--- src/rtl/param_updown_counter.sv ---
// Parametrised synchronous up/down counter with programmable modulus, wrap/saturate,
// parallel load, terminal-count pulse, sticky overflow and optional button synchroniser.
module param_updown_counter #(
  parameter int unsigned WIDTH     = 3,
  parameter int unsigned MODULUS   = 2**WIDTH,
  parameter bit          SYNC_STEP = 1'b1
) (
  input  logic             clk,
  input  logic             reset,
  input  logic             step,
  input  logic             en,
  input  logic             up,
  input  logic             sat_mode,
  input  logic             load,
  input  logic [WIDTH-1:0] load_val,
  output logic [WIDTH-1:0] count,
  output logic             tc,
  output logic             ovf,
  output logic             at_max,
  output logic             at_min
);

  localparam logic [WIDTH-1:0] MAX = WIDTH'(MODULUS - 1);

  // Reject parameter sets that leave no legal count range.
  if (WIDTH < 1 || MODULUS < 2 || MODULUS > 2**WIDTH) begin : g_bad_param
    $error("param_updown_counter: MODULUS must lie in 2..2**WIDTH");
  end

  logic [2:0]       sync_q;
  logic             step_ev;
  logic             cnt_ev;
  logic [WIDTH-1:0] count_nxt;
  logic             tc_nxt;
  logic             ovf_nxt;

  // Two-flop synchroniser plus edge-detect flop; unused when the strobe is already synchronous.
  always_ff @(posedge clk or negedge reset) begin
    if (!reset) begin
      sync_q <= '0;
    end else begin
      sync_q <= {sync_q[1:0], step};
    end
  end

  assign step_ev = SYNC_STEP ? (sync_q[1] & ~sync_q[2]) : step;
  assign cnt_ev  = step_ev & en;

  // Next-state: load beats count event beats hold; tc defaults low so it is a one-cycle pulse.
  always_comb begin
    count_nxt = count;
    tc_nxt    = 1'b0;
    ovf_nxt   = ovf;
    if (load) begin
      count_nxt = (load_val > MAX) ? MAX : load_val;
      ovf_nxt   = 1'b0;
    end else if (cnt_ev) begin
      if (up) begin
        if (count == MAX) begin
          count_nxt = sat_mode ? MAX : '0;
          tc_nxt    = 1'b1;
          ovf_nxt   = 1'b1;
        end else begin
          count_nxt = count + WIDTH'(1);
        end
      end else begin
        if (count == '0) begin
          count_nxt = sat_mode ? '0 : MAX;
          tc_nxt    = 1'b1;
          ovf_nxt   = 1'b1;
        end else begin
          count_nxt = count - WIDTH'(1);
        end
      end
    end
  end

  always_ff @(posedge clk or negedge reset) begin
    if (!reset) begin
      count <= '0;
      tc    <= 1'b0;
      ovf   <= 1'b0;
    end else begin
      count <= count_nxt;
      tc    <= tc_nxt;
      ovf   <= ovf_nxt;
    end
  end

  assign at_max = (count == MAX);
  assign at_min = (count == '0);

endmodule

--- config.mk ---
export PLATFORM = sky130hd
export DESIGN_NAME = param_updown_counter
export DESIGN_NICKNAME = d
export VERILOG_FILES = /design/src/rtl/param_updown_counter.sv
export SDC_FILE = /design/constraint.sdc
export NUM_CORES = 1
export LEC_CHECK = 0
export ABC_AREA = 1
export CORE_AREA = 2 2 39 41
export DETAILED_ROUTE_END_ITERATION = 12
export DIE_AREA = 0 0 41 43
export GPL_ROUTABILITY_DRIVEN = 1
export PLACE_DENSITY_LB_ADDON = 0.05
export SYNTH_ARGS = -nofsm -noshare
export SYNTH_HDL_FRONTEND = slang
export SYNTH_SLANG_ARGS = --single-unit
--- constraint.sdc ---
create_clock -name clk -period 1.7 [get_ports clk]
set_clock_uncertainty 0.1 [all_clocks]
set_input_delay 0.17 -clock clk [delete_from_list [all_inputs] [get_ports clk]]
set_output_delay 0.17 -clock clk [all_outputs]
set_load 0.01 [all_outputs]
==> summary.txt, run 1 <==
Setup path
  • Most used cell, CP: sky130_fd_sc_hd__ha_1
  • Cell family with the largest share of critical-path delay: adder cells
  • Arrival time at the worst endpoint: approximately 1400 ps
  • Kind of start point of the critical path: flop
  • Chain of cells forming the critical path: ha_1 > ha_1 > dlygate4sd2_1
  • Top fanout value on the critical path: 4
  • Worst path required time: approximately 1400 ps
  • Crit. End Element: primary output
  • Slowest cell delay on critical path: between 400 and 500 ps
  • Critical path start-end classification: flop to primary output
  • Crit-path slowest cell: sky130_fd_sc_hd__dfrtp_1
  • Number of buffers and inverters on the critical path: 1

Place
  • Number of port buffers: 16
  • Cells after DPL: 109
  • Global placement routability congestion: 0.7769
  • Post-placement worst setup slack: just under 70 ps
  • HPWL reported at the end of detailed placement: between 800 and 900 um
  • Cell area reported after detailed placement: between 700 and 800 um^2

GRT
  • Maximum number of pins on one net before global-route repair: 9
  • Congestion Overflow GR: 0
  • Number of antenna violations at the first check in global routing: 0
  • Vias in the first global route: ~470
  • Global-route wire length before repair: 1.780 mm
  • Overall routing resource usage: 0.1482

Synthesis
  • Synth Warn #: 0
  • Adder-cell share of the synthesized area: 0.1208
  • Compound-gate portion of the synthesized area: 0.04831
  • Average cell area after synthesis: 7.000 um^2
  • Cells after synthesis: 74
  • Post-synth net total: just under 90
  • Netlist area before placement: 518.0 um^2
  • Xor-xnor portion of the synthesized cell area: 0
  • Simple-gate area share of the yosys netlist: 0.3357
  • Largest family of logic cells by synthesized area: simple AND/OR/NAND/NOR gates
  • Register bit total from synthesis: 8
  • Sequential-to-total area share from yosys stat: 0.3865
  • Portion of netlist area occupied by mux cells: 0
  • Cell accounting for the most synthesized area: sky130_fd_sc_hd__dfrtp_1
  • Number of unique standard cell types used by synthesis: 12
  • Top cells by area, synth: sky130_fd_sc_hd__dfrtp_1, sky130_fd_sc_hd__nand2_1, sky130_fd_sc_hd__ha_1
  • Share of the synthesized area in the top cell type: 0.3865

Clocking
  • Clock Latency Late Sink: 240 ps
  • Sink Count: 8
  • Maximum buffer depth of the clock tree: 2
  • Count of H-tree levels built during CTS: 1
  • Number of buffers added by the clock tree synthesis step: 3
  • TritonCTS clock tree: done
  • Clock Pin Slew Worst Setup and Hold Paths: around 50 ps
  • Cell chosen for the clock root: sky130_fd_sc_hd__clkbuf_4

Job
  • Max-Cap Viols: 0

Power
  • Power per cell area: 813.7 mW/mm^2
  • Leakage power: roughly 0.42 nW
  • Max VDD drop: 0.4099 mV
  • Total power consumption of the routed design: between 600 and 700 uW

Timing
  • Highest achievable clock rate: 611.6 MHz
  • Unrepaired setup endpoints after global routing: false
  • Fraction of the cycle the final worst path needs: 0.9618
  • Total setup violations reported at the end of the flow: 0
  • Slack of the critical path: approximately 65 ps
  • Accumulated negative setup slack: 0 ps
  • Hold violation count in the final report: 0
  • Max_slew headroom: 0.7642
  • Transition time at the pin with the least slew margin: about 350 ps
  • Final min period: 1635 ps
  • Number of pins with negative max-slew slack in the final report: 0
  • Worst Hold Margin: 98.33 ps

Layout
  • Ratio of cells with drive above 1 in the final layout: 0.1429
  • Final Cell Area: between 700 and 800 um^2
  • Layout Cells excl Fill: 114
  • Synthesis-to-finish area growth: 46.14%
  • ANT cells: 0
  • Final core utilization: 0.5470
  • Number of filler cells placed in the layout: ~130
  • Final-stage net count: around 120

Floorplanning
  • Die width: between 40 and 50 um
  • Die area: approximately 0.0018 mm^2
  • Effective utilization at floorplan: 0.3743
  • Core outline area: 0.001384 mm^2
  • Count of pins on the block boundary: 17
  • # rows: 14
  • Die height: between 40 and 50 um

Route
  • Average wire length per cell after detail routing: around 9.5 um
  • Vias per cell: 4.368
  • First-pass DRT Iterations: 4
  • Antenna Nets Post-Route: 0
  • Total routed wirelength: 1.078 mm
  • Initial DRC count: 4
  • Drt drc: 0
  • Total via count in the routed design: roughly 500

Worst hold path
  • Type of the most critical hold path: input pin to asynchronous set/reset pin

Outcome
  • Run status: finished, final reports clean
logic make-up (layout without fill, tap and decap cells):
kind of cell | after synthesis | count (layout)
buffers and inverters | 15 | 39
AND/OR/NAND/NOR | 41 | 41
AO/OA/AOI/OAI | 5 | 5
adder cells (fa/ha/maj) | 5 | 5
flip-flops | 8 | 8
where the power goes:
group / switching (mW) / total [mW] / internal [mW]
clock network: 0.0561 / 0.136 / 0.0802
registers: 0.0167 / 0.226 / 0.209
logic: 0.124 / 0.254 / 0.130
state kept, by name, summed over array words and instances (netlist names):
| name | flops |
|---|---|
| tc | 1 |
| count | 3 |
| ovf | 1 |
| sync_q | 3 |
cell usage in the layout (no fill, tap or decap):
cell                              count
sky130_fd_sc_hd__a21oi_1              4
sky130_fd_sc_hd__dfrtp_1              8
sky130_fd_sc_hd__inv_1               13
sky130_fd_sc_hd__clkdlybuf4s15_1      1
sky130_fd_sc_hd__nor3_2               1
sky130_fd_sc_hd__nor2_1               8
sky130_fd_sc_hd__o21ai_1              1
sky130_fd_sc_hd__dlygate4sd2_1        1
sky130_fd_sc_hd__inv_2                2
sky130_fd_sc_hd__nand3_1              5
sky130_fd_sc_hd__ha_1                 5
sky130_fd_sc_hd__buf_4                5
sky130_fd_sc_hd__clkbuf_4             3
sky130_fd_sc_hd__nor2_2               2
sky130_fd_sc_hd__nand2_2              1
sky130_fd_sc_hd__clkdlybuf4s50_1     14
sky130_fd_sc_hd__nand2_1             24
metal layers:
metal  track usage  vias to the layer above  part of all wire
li1              -                      272                 -
met4       0.08000                        0             0.013
met3       0.03141                        2             0.023
met1        0.2000                      215              0.46
met5             0                        -                 0
met2        0.2125                        9              0.50
cell type report:
type | instances | area [um^2] | area share
Clock buffer | 3 | 22.52 | 0.02975
Inverter | 15 | 56.30 | 0.07438
Multi-Input combinational cell | 51 | 261.5 | 0.3455
Sequential cell | 8 | 200.2 | 0.2645
Tap cell | 16 | 20.02 | 0.02645
Timing Repair Buffer | 21 | 196.4 | 0.2595
worst register-to-register path, stage by stage (launching register included):
cell and delay [ps]:
sky130_fd_sc_hd__dfrtp_1 410, sky130_fd_sc_hd__ha_1 220, sky130_fd_sc_hd__ha_1 280, sky130_fd_sc_hd__nand2_1 70, sky130_fd_sc_hd__nand2_1 40, sky130_fd_sc_hd__nand2_1 50, sky130_fd_sc_hd__nand2_1 40, sky130_fd_sc_hd__nor2_1 120
sky130_fd_sc_hd__a21oi_1 80
path summary, 6_finish.rpt:
path                            startpoint         to  slack [ps]  depth (start not counted)
max in group asynchronous            reset   count[2]        1140                          1
min in group clk                 sync_q[0]  sync_q[1]         250                          0
worst min-delay path                 reset   count[0]         100                          1
worst max-delay path              count[1]     at_max          60                          3
worst max register to register    count[1]   count[2]         180                          8
worst min register to register   sync_q[0]  sync_q[1]         250                          0
cell usage after synthesis:
library cell	number
sky130_fd_sc_hd__nand2_2	1
sky130_fd_sc_hd__nor3_2	1
sky130_fd_sc_hd__ha_1	5
sky130_fd_sc_hd__dfrtp_1	8
sky130_fd_sc_hd__nand3_1	5
sky130_fd_sc_hd__a21oi_1	4
sky130_fd_sc_hd__nor2_2	2
sky130_fd_sc_hd__inv_2	2
sky130_fd_sc_hd__nor2_1	8
sky130_fd_sc_hd__inv_1	13
sky130_fd_sc_hd__nand2_1	24
sky130_fd_sc_hd__o21ai_1	1
what timing repair did:
item / CTS / global route
endpoints found under the setup margin: 2 / 2
gates resized for setup: 2 / 1
setup buffers: 0 / 2
hold buffers: 0 / 0
endpoints found under the hold margin: 0 / 0
No activity file was read; power rests on OpenSTA's default activity.
==> inputs of run 2 (changes only) <==
- CORE_AREA: 2 2 39 41 -> not set
- CORE_MARGIN: not set -> 2
- CORE_UTILIZATION: not set -> 39
- DIE_AREA: 0 0 41 43 -> not set
- clock period: 1.7 -> 1.4 ns (I/O delays scaled with it)
==> run 2 against run 1 <==
Net effect: the run now ends with setup timing left; core utilization increased by 21 points; clock power increased by 32%; combinational power increased by 110%; hold slack got worse by 39 ps; largest power group unchanged; highest routed layer unchanged.
==> summary.txt, run 2 (synthesized netlist as in run 1, its figures left out) <==
GRT
  • Number of antenna violations at the first check in global routing: 0
  • Congestion Overflow GR: 0
  • Overall routing resource usage: 0.2189
  • Maximum number of pins on one net before global-route repair: 9
  • Global-route wire length before repair: 2.145 mm
  • Vias in the first global route: just over 500

Clocking
  • Maximum buffer depth of the clock tree: 2
  • Sink Count: 8
  • Clock Pin Slew Worst Setup and Hold Paths: approximately 60 ps
  • TritonCTS clock tree: done
  • Number of buffers added by the clock tree synthesis step: 3
  • Clock Latency Late Sink: roughly 260 ps
  • Number of hold-repair buffers added at the cts stage: 0
  • Count of H-tree levels built during CTS: 1
  • Cell chosen for the clock root: sky130_fd_sc_hd__clkbuf_4

Setup path
  • Number of buffers and inverters on the critical path: 4
  • Chain of cells forming the critical path: buf_6 > inv_4 > ha_4 > inv_2 > nor2_4 > buf_6
  • Top fanout value on the critical path: 2
  • Slowest cell delay on critical path: 420 ps
  • Arrival time at the worst endpoint: approximately 1300 ps
  • Critical path start-end classification: flop to primary output
  • Crit. End Element: primary output
  • Cell family with the largest share of critical-path delay: flip-flops
  • Minimum setup slack among reg-to-reg paths: -70 ps
  • Most used cell, CP: sky130_fd_sc_hd__buf_6
  • Kind of start point of the critical path: flop
  • Crit-path slowest cell: sky130_fd_sc_hd__dfrtp_1
  • Worst path required time: about 1200 ps

Floorplanning
  • Count of pins on the block boundary: 17
  • Die height: ~40 um
  • Die width: 40.45 um
  • Core outline area: 0.001269 mm^2
  • Effective utilization at floorplan: 0.4083
  • Die area: 0.001636 mm^2
  • # rows: 13

Timing
  • Unrepaired setup endpoints after global routing: true
  • Accumulated negative setup slack: -406.6 ps
  • Highest achievable clock rate: between 600 and 700 MHz
  • Final min period: about 1500 ps
  • Total setup violations reported at the end of the flow: 8
  • Number of pins with negative max-slew slack in the final report: 0
  • Fraction of the cycle the final worst path needs: 1.082
  • Max_slew headroom: 0.7574
  • Transition time at the pin with the least slew margin: 362.7 ps
  • Slack of the critical path: -115.4 ps
  • Worst Hold Margin: approximately 59 ps
  • Hold violation count in the final report: 0

Layout
  • Commonest non-fill, non-tap cell in the layout: sky130_fd_sc_hd__nand2_1
  • Top library cells by usage in the layout, fill and taps aside: sky130_fd_sc_hd__nand2_1, sky130_fd_sc_hd__buf_4, sky130_fd_sc_hd__clkdlybuf4s50_1
  • ANT cells: 0
  • Ratio of cells with drive above 1 in the final layout: 0.4352
  • Final Cell Area: around 960 um^2
  • Registers with the highest flip-flop counts: count: 3 flops, sync_q: 3 flops
  • Synthesis-to-finish area growth: 84.54%
  • Final-stage net count: 125
  • Layout Cells excl Fill: between 100 and 150

Route
  • Initial DRC count: 10
  • Drt drc: 0
  • Antenna Nets Post-Route: 0
  • Average wire length per cell after detail routing: between 10 and 15 um
  • Total via count in the routed design: about 570
  • First-pass DRT Iterations: 4
  • Total routed wirelength: 1.535 mm
  • Vias per cell: ~4.6

Worst hold path
  • Type of the most critical hold path: input pin to asynchronous set/reset pin

Place
  • Cell area reported after detailed placement: slightly below 800 um^2
  • Cells after DPL: 116
  • HPWL reported at the end of detailed placement: 981.7 um
  • Global placement routability congestion: ~0.83
  • Number of port buffers: 16

Power
  • Leakage power: approximately 0.5 nW
  • Max VDD drop: ~0.94 mV
  • Power per cell area: roughly 1000 mW/mm^2
  • Total power consumption of the routed design: roughly 1000 uW

Job
  • Max-Cap Viols: 0

Outcome
  • Run status: complete, but fails checks
  • Violated checks: setup timing
[run 2: metal layers]
metal	up-vias	track usage	part of all wire
met1	255	0.2226	0.38
li1	290	-	-
met4	0	0.1917	0.038
met3	8	0.05000	0.031
met5	-	0	0
met2	16	0.3690	0.55
[run 2: area by class of cell]
| class | count | area [um^2] |
|---|---|---|
| Multi-Input combinational cell | 51 | 374.1 |
| Fill cell | 108 | 312.8 |
| Timing Repair Buffer | 31 | 280.3 |
| Sequential cell | 8 | 201.4 |
| Inverter | 15 | 58.81 |
| Clock buffer | 3 | 22.52 |
| Tap cell | 15 | 18.77 |
[run 2: repair_timing]
| action | in CTS | in global routing |
|---|---|---|
| endpoints found under the setup margin | 7 | 10 |
| gates resized for setup | 31 | 16 |
| pin swaps | 7 | 12 |
| endpoints found under the hold margin | 0 | 0 |
| buffers inserted | 4 | 0 |
[run 2: worst paths after layout]
path                       depth (start not counted)        end       from
setup reg to reg                                  10        ovf   count[1]
hold / removal                                     1         tc      reset
max in group asynchronous                          1   count[0]      reset
hold reg to reg                                    0  sync_q[1]  sync_q[0]
setup / recovery                                   6     at_min   count[1]
min in group clk                                   1  sync_q[0]       step
[run 2: worst register-to-register path: cells and delay by family, from the launching register on]
kind	cells	cell delay, ps
adders and majority gates	1	140
and+or+nand+nor	5	380
DFF	1	420
buffers and inverters	4	370
[run 2: through the flow]
| stage | setup WS (ps) | utilization |
|---|---|---|
| after floorplan | -11.55 | - |
| after global placement | -119.3 | 0.6183 |
| after detailed placement | -158.5 | 0.6183 |
| after CTS | -76.55 | 0.7170 |
| after global routing | -173.6 | 0.7535 |
| final | -115.4 | 0.7535 |
[run 2: power breakdown]
part	total [mW]	switching [mW]	internal [mW]
sequential	0.275	0.0208	0.254
clock	0.180	0.0817	0.0983
combinational	0.524	0.253	0.271
==> inputs of run 3 (changes only) <==
- clock period: 1.4 -> 1.35 ns (I/O delays scaled with it)
==> run 3 against run 2 <==
Net effect: the run still ends with setup timing left; clock-buffer cell count is 1 higher; die area stayed put; routed wire length down 19%; cell area fell by 4.7%; clock power up 10%; register-to-register slack is essentially flat; setup slack better by 39 ps; sequential power grew 5%; core utilization fell by 3.6 points; via count is 5.6% lower; combinational power down 9.2%; highest routed layer is now met3.
==> summary.txt, run 3 (synthesized netlist as in run 1, its figures left out) <==
Outcome
  • Run status: complete, but fails checks
  • Violated checks: setup timing

Place
  • Cells after DPL: 114
  • Number of port buffers: 16
  • Global placement routability congestion: 0.8209
  • Cell area reported after detailed placement: about 820 um^2
  • HPWL reported at the end of detailed placement: ~990 um

Layout
  • Synthesis-to-finish area growth: 75.85%
  • Layout Cells excl Fill: 120
  • Final Cell Area: slightly above 900 um^2
  • Top library cells by usage in the layout, fill and taps aside: sky130_fd_sc_hd__nand2_1, sky130_fd_sc_hd__buf_4, sky130_fd_sc_hd__clkdlybuf4s50_1
  • Ratio of cells with drive above 1 in the final layout: 0.4190
  • Commonest non-fill, non-tap cell in the layout: sky130_fd_sc_hd__nand2_1
  • Registers with the highest flip-flop counts: count: 3 flops, sync_q: 3 flops
  • Final-stage net count: about 120
  • Final core utilization: 0.7179
  • ANT cells: 0

Timing
  • Final min period: between 1000 and 1500 ps
  • Hold violation count in the final report: 0
  • Slack of the critical path: -76.39 ps
  • Fraction of the cycle the final worst path needs: 1.057
  • Number of pins with negative max-slew slack in the final report: 0
  • Unrepaired setup endpoints after global routing: true
  • Highest achievable clock rate: 701.1 MHz
  • Accumulated negative setup slack: -163.9 ps
  • Transition time at the pin with the least slew margin: about 380 ps
  • Total setup violations reported at the end of the flow: 3
  • Max_slew headroom: 0.7483

Setup path
  • Worst path required time: roughly 1400 ps
  • Capturing point of the worst reg2reg path: count[2]
  • Critical path start-end classification: flop to flop
  • Arrival time at the worst endpoint: between 1000 and 1500 ps
  • Top fanout value on the critical path: 3
  • Kind of start point of the critical path: flop
  • Reg-to-reg startpoint: count[1]
  • Crit. End Element: flop
  • Minimum setup slack among reg-to-reg paths: -80 ps
  • Beginning of the critical path: count[1]
  • Worst Reg-to-Reg Cells: 8
  • Timing endpoint of the critical path: count[2]

Route
  • First-pass DRT Iterations: 4
  • Total via count in the routed design: ~540
  • Drt drc: 0
  • Vias per cell: around 4.5
  • Initial DRC count: 7
  • Total routed wirelength: 1.244 mm
  • Average wire length per cell after detail routing: approximately 10 um
  • Antenna Nets Post-Route: 0

Floorplanning
  • # rows: 13
  • Count of pins on the block boundary: 17
  • Die area: roughly 0.0016 mm^2
  • Die height: a little over 40 um
  • Die width: slightly above 40 um
  • Effective utilization at floorplan: 0.4083
  • Core outline area: about 0.0013 mm^2

GRT
  • Maximum number of pins on one net before global-route repair: 9
  • Number of antenna violations at the first check in global routing: 0
  • Global-route wire length before repair: approximately 2.0 mm
  • Overall routing resource usage: 0.1852
  • Congestion Overflow GR: 0
  • Vias in the first global route: about 500

Power
  • Max VDD drop: around 0.63 mV
  • Power per cell area: ~1100 mW/mm^2
  • Total power consumption of the routed design: roughly 960 uW
  • Leakage power: 0.4738 nW

Clocking
  • TritonCTS clock tree: done
  • Clock Latency Late Sink: approximately 250 ps
  • Sink Count: 8
  • Clock Pin Slew Worst Setup and Hold Paths: ~70 ps
  • Cell chosen for the clock root: sky130_fd_sc_hd__clkbuf_4
  • Count of H-tree levels built during CTS: 1
  • Maximum buffer depth of the clock tree: 2
  • Number of buffers added by the clock tree synthesis step: 3

Job
  • Max-Cap Viols: 0

Worst hold path
  • Type of the most critical hold path: input pin to asynchronous set/reset pin
==> run 3: changes by cell type in the layout (fill, tap and decap cells not counted), moves of 2 or more <==
cell,previous run,this run
sky130_fd_sc_hd__nand2_2,2,4
sky130_fd_sc_hd__buf_6,5,3
sky130_fd_sc_hd__clkdlybuf4s15_1,0,2
sky130_fd_sc_hd__dfrtp_2,1,3
sky130_fd_sc_hd__dfrtp_1,7,5
sky130_fd_sc_hd__inv_2,5,7
sky130_fd_sc_hd__buf_4,13,10
==> run 3: final cells by class <==
class                   count  area [um^2]
fillers                   109        357.8
multi-input cells          51        356.6
repair buffers             27        249.0
flip-flops and latches      8        203.9
inverters                  15        56.30
clock buffers               4        26.28
well taps                  15        18.77
==> run 3: worst min-delay path by stage <==
stage | to | slack (ps) | startpoint | cells after the start
after floorplan | count[0] | -260 | reset | 0
after global placement | sync_q[1] | 240 | sync_q[0] | 0
after detailed placement | sync_q[1] | 250 | sync_q[0] | 0
after CTS | sync_q[2] | 70 | reset | 1
after global routing | sync_q[2] | 90 | reset | 1
final | sync_q[2] | 60 | reset | 1
==> run 3: power by group <==
part | leakage [nW] | switching, mW | total (mW) | internal, mW
combinational | 0.365 | 0.229 | 0.476 | 0.246
sequential | 0.0942 | 0.0226 | 0.288 | 0.266
clock | 0.0150 | 0.0849 | 0.198 | 0.113
==> run 3: critical path: stages (launching register included) <==
cell	delay (ps)
sky130_fd_sc_hd__dfrtp_2	440
sky130_fd_sc_hd__ha_4	190
sky130_fd_sc_hd__ha_4	210
sky130_fd_sc_hd__nand2_2	50
sky130_fd_sc_hd__nand2_1	50
sky130_fd_sc_hd__nand2_1	60
sky130_fd_sc_hd__nand2_1	70
sky130_fd_sc_hd__nor2_2	110
sky130_fd_sc_hd__a21oi_2	50
==> run 3: repair_timing <==
item	in CTS	in global routing
hold buffers	0	0
buffers inserted	2	0
resized for setup	23	11
pin swaps	12	12
endpoints found under the setup margin	11	10
==> run 3: stage by stage <==
stage          setup WS [ps]  hold slack, ps
4_1_cts               -80.29           72.93
2_1_floorplan         -4.385          -260.6
5_1_grt               -150.9           94.31
3_3_place_gp          -214.7           235.4
3_5_place_dp          -237.4           248.0
6_report              -76.39           60.75
==> run 3: metal layers <==
metal	GRT usage	share of wire
met5	0	0
met4	0	0
met3	0.04444	0.056
met2	0.3333	0.49
met1	0.2336	0.46
==> RTL change, RTL diff (flow settings as in run 2) <==
Reset style: synchronous (`reset`), changed in 2 clocked blocks.
--- a/src/rtl/param_updown_counter.sv
+++ b/src/rtl/param_updown_counter.sv
@@ -35,7 +35,7 @@
   logic             ovf_nxt;
 
   // Two-flop synchroniser plus edge-detect flop; unused when the strobe is already synchronous.
-  always_ff @(posedge clk or negedge reset) begin
+  always_ff @(posedge clk) begin
     if (!reset) begin
       sync_q <= '0;
     end else begin
@@ -75,7 +75,7 @@
     end
   end
 
-  always_ff @(posedge clk or negedge reset) begin
+  always_ff @(posedge clk) begin
     if (!reset) begin
       count <= '0;
       tc    <= 1'b0;
Behaviour: differs if reset is asserted again (counterexample within 4 cycles, from zero or initial values and one cycle with reset low); with reset held inactive, the same outputs for 10 cycles.
==> RTL change against run 2 <==
- routed wire length is 0.39% lower
- register-to-register slack improved by 0.09 ns
- worst setup slack gained 0.13 ns
- utilization fell by 0.59 points
- critical endpoint is now count[2]
- total power decreased by 27%
- maximum frequency rose by 9.8%
- clock power up 9%
- non-clock buffer count grew 1
- sequential cell count unchanged
- area after synthesis shrank 0.48%
- final area shrank 0.79%
- critical path depth increased by 2
==> RTL change: results (changes against run 2) <==
outcome: completed
max frequency: 0.724 GHz (+9.8%)
buffer share of cell area: 0.285 (-0.00823)
Placement Setup Slack: -0.120 ns (+0.0388 ns)
GP Congestion: 0.774 (-6.9%)
Post-CTS Setup Bufs: 1 (-3)
switching power: 0.239 mW (-33%)
post-synthesis cell count: 81 (+9.5%)
layout cell share with drive strength beyond 1: 0.457 (+0.0217)
fraction of registers with async set or reset after synthesis: 0 (-1.00)
CP endpoint: count[2]
switching part of the total power: 0.335 (-0.0286)
Critical Path Source: count[1]
Seq/Total Area, Yosys: 0.311 (-0.0758)
Worst Path Arrival: 1.48 ns (+0.20 ns)
fraction of area in registers: 0.178 (-0.0326)
vias per cell: 4.53 (-2.0%)
Synth area leaders: dfxtp_1 31%, nand2_1 20%, ha_1 12%, inv_1 8.7%, nor2_1 5.8%
top_reg_cell synth: dfxtp_1
worst reg-to-reg setup slack: 0.02 ns (+0.09 ns)
placed wire-length estimate: 1090 um (+11%)
Fin Hold WS: 0.313 ns (+0.254 ns)
Signal buffers: 32 (+3.2%)
worst-path maximum fanout: 3 (+1)
HP Class: in2reg
Clk. pwr: 0.196 mW (+9%)
dpl cells: 125 (+7.8%)
Placed Instance Area: 796 sq um (+1.4%)
pin count of the biggest net entering global routing: 7 (-2)
Cell variety after synth: 13 (+1)
crit path kind: reg2reg
vias in the first global route: 541 (+5.7%)
worst reg-to-reg path cell count: 8 (-2)
clk cell area share: 0.0237 (+0.000186)
Syn Nets: 96 (+7.9%)
Reg power frac: 0.356 (+0.075)
Reg area: 169 sq um (-16%)
Filler cells: 94 (-13%)
comb_multi_in: 58 (+14%)
via count: 594 (+4.4%)
RTL change: cell families (layout without fill, tap and decap cells):
| kind of cell | Yosys count | count (layout) | share of synthesized area |
|---|---|---|---|
| adder cells (fa/ha/maj) | 5 | 5 | 0.121 |
| AO/OA/AOI/OAI | 9 | 9 | 0.109 |
| flip-flops | 8 | 8 | 0.311 |
| AND/OR/NAND/NOR | 44 | 44 | 0.350 |
| buffers and inverters | 15 | 50 | 0.109 |
RTL change: critical path: stages (launching register included):
cell     delay (ns)
dfxtp_4        0.37
inv_2          0.05
ha_4           0.16
buf_4          0.14
a21oi_4        0.14
nand2_1        0.09
nand3_2        0.09
nand2_2        0.06
a21oi_2        0.11
RTL change: layer usage:
layer | part of all wire | vias to the layer above | wire (um) | track usage
met5 | 0 | - | 0 | 0
met4 | 0.017 | 0 | 26 | 0.0750
met3 | 0.044 | 5 | 67 | 0.0500
met2 | 0.51 | 13 | 780 | 0.393
met1 | 0.43 | 254 | 654 | 0.258
li1 | - | 322 | - | -
